`src/rtl/mult_reservation_station.sv`:
```
// Multiplier reservation station: holds dispatched ops until both operands arrive, issues lowest ready slot.
// Issue outputs come combinationally from registered state; a slot is consumed on readyRS_o & ~stallRS_i.
module mult_reservation_station #(
    parameter int ROBsize    = 32,
    parameter int ROBsizeLog = $clog2(ROBsize + 1),
    parameter int ENTRIES    = 4
) (
    input  logic                  clk_i,
    input  logic                  reset_i,
    input  logic                  flush_i,
    input  logic                  dispatchValid_i,
    input  logic [9:0]            dispatchCommands_i,
    input  logic [ROBsizeLog-1:0] dispatchTag_i,
    input  logic [63:0]           dispatchVal1_i,
    input  logic [63:0]           dispatchVal2_i,
    input  logic                  dispatchRdy1_i,
    input  logic                  dispatchRdy2_i,
    input  logic [ROBsizeLog-1:0] dispatchSrc1Tag_i,
    input  logic [ROBsizeLog-1:0] dispatchSrc2Tag_i,
    output logic                  full_o,
    input  logic                  cdbValid_i,
    input  logic [ROBsizeLog-1:0] cdbTag_i,
    input  logic [63:0]           cdbVal_i,
    output logic [63:0]           reservationStationVal1_o,
    output logic [63:0]           reservationStationVal2_o,
    output logic [9:0]            reservationStationCommands_o,
    output logic [ROBsizeLog-1:0] reservationStationTag_o,
    output logic                  readyRS_o,
    input  logic                  stallRS_i
);
    localparam int IW = (ENTRIES > 1) ? $clog2(ENTRIES) : 1;

    logic [ENTRIES-1:0]    busy_q, busy_d, rdy1_q, rdy1_d, rdy2_q, rdy2_d;
    logic [9:0]            cmd_q  [ENTRIES];
    logic [9:0]            cmd_d  [ENTRIES];
    logic [ROBsizeLog-1:0] tag_q  [ENTRIES];
    logic [ROBsizeLog-1:0] tag_d  [ENTRIES];
    logic [ROBsizeLog-1:0] src1_q [ENTRIES];
    logic [ROBsizeLog-1:0] src1_d [ENTRIES];
    logic [ROBsizeLog-1:0] src2_q [ENTRIES];
    logic [ROBsizeLog-1:0] src2_d [ENTRIES];
    logic [63:0]           val1_q [ENTRIES];
    logic [63:0]           val1_d [ENTRIES];
    logic [63:0]           val2_q [ENTRIES];
    logic [63:0]           val2_d [ENTRIES];

    logic [IW-1:0] free_idx, sel_idx;
    logic          sel_found, dispatch_acc, issue;

    // Descending scan so the lowest matching index is what remains.
    always_comb begin
        free_idx  = '0;
        sel_idx   = '0;
        sel_found = 1'b0;
        for (int i = ENTRIES - 1; i >= 0; i--) begin
            if (!busy_q[i]) begin
                free_idx = IW'(i);
            end
            if (busy_q[i] && rdy1_q[i] && rdy2_q[i]) begin
                sel_idx   = IW'(i);
                sel_found = 1'b1;
            end
        end
    end

    assign full_o       = &busy_q;
    assign readyRS_o    = sel_found;
    assign dispatch_acc = dispatchValid_i & ~full_o & ~flush_i;
    assign issue        = sel_found & ~stallRS_i;

    always_comb begin
        reservationStationVal1_o     = '0;
        reservationStationVal2_o     = '0;
        reservationStationCommands_o = '0;
        reservationStationTag_o      = '0;
        if (sel_found) begin
            reservationStationVal1_o     = val1_q[sel_idx];
            reservationStationVal2_o     = val2_q[sel_idx];
            reservationStationCommands_o = cmd_q[sel_idx];
            reservationStationTag_o      = tag_q[sel_idx];
        end
    end

    always_comb begin
        busy_d = busy_q;
        rdy1_d = rdy1_q;
        rdy2_d = rdy2_q;
        cmd_d  = cmd_q;
        tag_d  = tag_q;
        src1_d = src1_q;
        src2_d = src2_q;
        val1_d = val1_q;
        val2_d = val2_q;

        if (cdbValid_i) begin
            for (int i = 0; i < ENTRIES; i++) begin
                if (busy_q[i] && !rdy1_q[i] && src1_q[i] == cdbTag_i) begin
                    rdy1_d[i] = 1'b1;
                    val1_d[i] = cdbVal_i;
                end
                if (busy_q[i] && !rdy2_q[i] && src2_q[i] == cdbTag_i) begin
                    rdy2_d[i] = 1'b1;
                    val2_d[i] = cdbVal_i;
                end
            end
        end

        if (issue) begin
            busy_d[sel_idx] = 1'b0;
        end

        // The free slot is never the issuing slot, so dispatch and issue never collide.
        if (dispatch_acc) begin
            busy_d[free_idx] = 1'b1;
            cmd_d[free_idx]  = dispatchCommands_i;
            tag_d[free_idx]  = dispatchTag_i;
            src1_d[free_idx] = dispatchSrc1Tag_i;
            src2_d[free_idx] = dispatchSrc2Tag_i;
            rdy1_d[free_idx] = dispatchRdy1_i | (cdbValid_i && dispatchSrc1Tag_i == cdbTag_i);
            rdy2_d[free_idx] = dispatchRdy2_i | (cdbValid_i && dispatchSrc2Tag_i == cdbTag_i);
            val1_d[free_idx] = dispatchRdy1_i ? dispatchVal1_i : cdbVal_i;
            val2_d[free_idx] = dispatchRdy2_i ? dispatchVal2_i : cdbVal_i;
        end

        if (flush_i) begin
            busy_d = '0;
        end
    end

    always_ff @(posedge clk_i) begin
        if (reset_i) begin
            busy_q <= '0;
            rdy1_q <= '0;
            rdy2_q <= '0;
        end else begin
            busy_q <= busy_d;
            rdy1_q <= rdy1_d;
            rdy2_q <= rdy2_d;
        end
    end

    always_ff @(posedge clk_i) begin
        cmd_q  <= cmd_d;
        tag_q  <= tag_d;
        src1_q <= src1_d;
        src2_q <= src2_d;
        val1_q <= val1_d;
        val2_q <= val2_d;
    end

endmodule

```
`config.mk`:
```
export PLATFORM = sky130hd
export DESIGN_NAME = mult_reservation_station
export DESIGN_NICKNAME = d
export VERILOG_FILES = /design/src/rtl/mult_reservation_station.sv
export SDC_FILE = /design/constraint.sdc
export NUM_CORES = 2
export LEC_CHECK = 0
export ABC_AREA = 1
export CAP_MARGIN = 15
export CORE_AREA = 2 2 325 263
export CTS_CLUSTER_DIAMETER = 40
export DETAILED_ROUTE_END_ITERATION = 7
export DIE_AREA = 0 0 327 265
export PLACE_DENSITY_LB_ADDON = 0.25
export SLEW_MARGIN = 10
export SYNTH_ARGS = -nofsm -noshare
export SYNTH_HDL_FRONTEND = slang
export SYNTH_SLANG_ARGS = --single-unit
```
`constraint.sdc`:
```
create_clock -name clk_i -period 5.31 [get_ports clk_i]
set_input_delay 0.531 -clock clk_i [delete_from_list [all_inputs] [get_ports clk_i]]
set_output_delay 0.531 -clock clk_i [all_outputs]
set_load 0.05 [all_outputs]
```
==> results.sh <==
export IMPL_max_freq_mhz=211
export IMPL_dp_hpwl_um=86200
export IMPL_drtIter0Drc=6067
export IMPL_cts_tree="built"
export IMPL_port_buffers=379
export IMPL_yosys_register_bits=636
export IMPL_final_hold_violation_count=0
export IMPL_commonest_non_fill_non_tap_cell_in_the_layout="nand2_1"
export IMPL_dp_worst_setup_slack_ps=1420
export IMPL_async_flop_share_pct=0
export IMPL_first_global_vias=37700
export IMPL_timing_critical_path_to_type="output port"
export IMPL_final_max_slew_viol_count=0
export IMPL_postCtsSetupBuffers=0
export IMPL_rsz0062_at_grt="no"
export IMPL_layout_common_cells="2054 x nand2_1, 1321 x nand3_1, 819 x inv_1"
export IMPL_worst_ep_required_time_ps=4780
export IMPL_syn_cell_area_mm2=0.0381
export IMPL_timing_final_crit_period_ps=4730
export IMPL_worstReg2RegStart="busy_q[0]"
export IMPL_synth_yosys_warnings=0
export IMPL_total_power_uw=14800
export IMPL_routabilityCongestion=0.863
export IMPL_synth_main_ff_cell="dfxtp_1"
export IMPL_fin_tns_setup_ps=0
export IMPL_floorplan_die_area_mm2=0.0867
export IMPL_nNetsFinal=6352
export IMPL_sequential_cell_area_fraction_in_the_yosys_report_pct=36.4
export IMPL_slew_headroom_pct=18.2
export IMPL_die_height_um=265
export IMPL_hold_path_class="in -> reg"
export IMPL_route_antenna_remaining_nets=0
export IMPL_r2r_end="val1_q[114]"
export IMPL_synth_area_per_cell_um2=6.34
export IMPL_worstPathMaxFanout=102
export IMPL_placeableCoreArea_mm2=0.0833
export IMPL_fp_row_count=95
export IMPL_area_growth_syn_to_layout_pct=19.4
export IMPL_register_to_register_setup_slack_ps=2290
export IMPL_cts_root_to_sink_buffers=3
export IMPL_criticalPathCategory="reg -> out"
export IMPL_synth_largest_area_cell="dfxtp_1"
export IMPL_synth_largest_type_area_fraction_pct=27.6
export IMPL_tightest_slew_ps=1230
export IMPL_htree_num_levels=3
export IMPL_synth_fp_nets=6239
export IMPL_cellPowerDensity_mw_per_mm2=326
export IMPL_cts_hold_fix_buffers=0
export IMPL_initial_utilization_pct=45.7
export IMPL_timing_reg2reg_worst_path_depth=8
export IMPL_fin_crit_sh_pct=89.1
export IMPL_maximum_number_of_pins_on_one_net_before_global_route_repair=173
export IMPL_worst_path_max_delay_cell="buf_4"
export IMPL_vias=41400
export IMPL_final_setup_viol_count=0
export IMPL_synthesis_instances=6005
export IMPL_grt_pass1_wl_um=237000
export IMPL_final_util_pct=54.6
export IMPL_outcome="finished clean"
export IMPL_antenna_found_initial=5
export IMPL_drive_above_1_share_pct=8.78
export IMPL_synth_enable_flop_cells=112
export IMPL_netlist_top_cells_area="dfxtp_1 28%, nand2_1 20%, nand3_1 17%"
export IMPL_cts_reportedPaths_clkPinSlew_ps=50
export IMPL_timing_hold_worst_path_depth=5
export IMPL_min_from="dispatchRdy2_i"
export IMPL_cts_buffers=107
export IMPL_synth_lib_cells_used_distinct=39
export IMPL_finClkSkew_ps=28.3
export IMPL_peakVddDrop_mv=0.292
export IMPL_drc_errors=0
export IMPL_hold_path_endpoint="val2_q[104]"
export IMPL_max_incr_delay_on_cp_ps=580
export IMPL_arrival_ps=4200
export IMPL_final_worst_setup_slack_ps=580
export IMPL_worst_skew_pair_late_latency_ps=670
export IMPL_placedCellCount=7123
export IMPL_globalRouteOverflowTotal=0
export IMPL_die_width_um=327
export IMPL_wl_per_cell_um=21.9
export IMPL_tritoncts_num_sinks=636
export IMPL_boundaryPins=380
export IMPL_drt_via_density=5.65
export IMPL_path_buf_inv=2
export IMPL_critPathTopFamily="simple AND/OR/NAND/NOR gates"
export IMPL_worstPathCellList="nand2_1 -> nor2_4 -> nor2_4 -> nand2_8 -> nand2_8 -> buf_4 -> nand2_1 -> nand3_1 -> a21oi_1 -> buf_4"
export IMPL_type_of_element_launching_the_critical_path="flip-flop"
export IMPL_power_leakage_uw=0.0227
export IMPL_detailedRoute_firstPassIterationCount=8
export IMPL_postCtsResizedCells=0
export IMPL_groute_usage_overall_pct=35.6
export IMPL_max_cap_violations=0
export IMPL_wl_um=161000
export IMPL_ctsRootBufferMaster="clkbuf_16"
export IMPL_layout_cells_non_filler=7325
## per-stage QoR
stage	area [µm²]	hold WS, ps
final	45500	432
after global routing	45500	444
after CTS	45400	396
after detailed placement	41600	512
after global placement	41600	506
after floorplan	38100	496
## cells in the mapped netlist, types with 40 or more instances
library cell and count:
nor2_1 59, nand2_1 2061, o21ai_0 169, inv_1 822, a21oi_2 40, or2_2 104
clkbuf_1 141, a21oi_1 111, dfxtp_1 524, o21bai_1 64, edfxtp_1 112, buf_2 199
nand3b_1 109, buf_4 41, nand3_1 1322
## routing by layer
| layer | track usage (%) | part of all wire, % | vias to the layer above |
|---|---|---|---|
| met5 | 0 | 0.035 | - |
| met4 | 15.4 | 4.3 | 8 |
| met1 | 49.3 | 41 | 18900 |
| li1 | - | - | 19100 |
| met3 | 9.20 | 13 | 455 |
| met2 | 52.1 | 42 | 2918 |
## power breakdown
part	switching [µW]	internal (µW)	total [µW]
Clock	2690	4780	7470
Sequential	139	5370	5510
Combinational	1130	696	1830
Total	3960	10800	14800
## how the worst max path moves through the flow
| stage | start | endpoint | slack (ps) | cells past startpoint |
|---|---|---|---|---|
| after floorplan | busy_q[0] | reservationStationVal1_o[26] | 2740 | 10 |
| after global placement | busy_q[2] | reservationStationVal2_o[56] | 1430 | 10 |
| after detailed placement | busy_q[2] | reservationStationVal2_o[24] | 1420 | 9 |
| after CTS | busy_q[2] | reservationStationVal2_o[24] | 680 | 9 |
| after global routing | busy_q[2] | reservationStationVal2_o[63] | 480 | 10 |
| final | busy_q[2] | reservationStationVal2_o[56] | 580 | 10 |
## logic make-up after synthesis
family	after synthesis	share of synthesized area [%]
AND/OR/NAND/NOR	3687	42.9
buffers and inverters	1268	14.2
flip-flops	636	36.4
AO/OA/AOI/OAI	392	5.99
XOR/XNOR	22	0.506
## state kept, by name (all words and copies together), names as in the netlist
signal  cells
tag_q      24
val2_q    256
rdy2_q      4
rdy1_q      4
cmd_q      40
src1_q     24
val1_q    256
busy_q      4
src2_q     24
## worst min-delay path, delay by kind of cell
| family | cells | cell delay [ps] |
|---|---|---|
| buf+inv | 2 | 160 |
| simple gates | 2 | 180 |
| compound gates | 1 | 210 |
## area by class of cell
cell class	instances	area, µm²
flip-flops and latches	636	13900
well taps	1115	1400
multi-input cells	4101	19000
fillers	8153	37900
inverters	833	3160
clock buffers	122	2840
repair buffers	439	4230
clock inverters	77	986
diodes	2	5.00
Power figures use the tool's default switching activity.
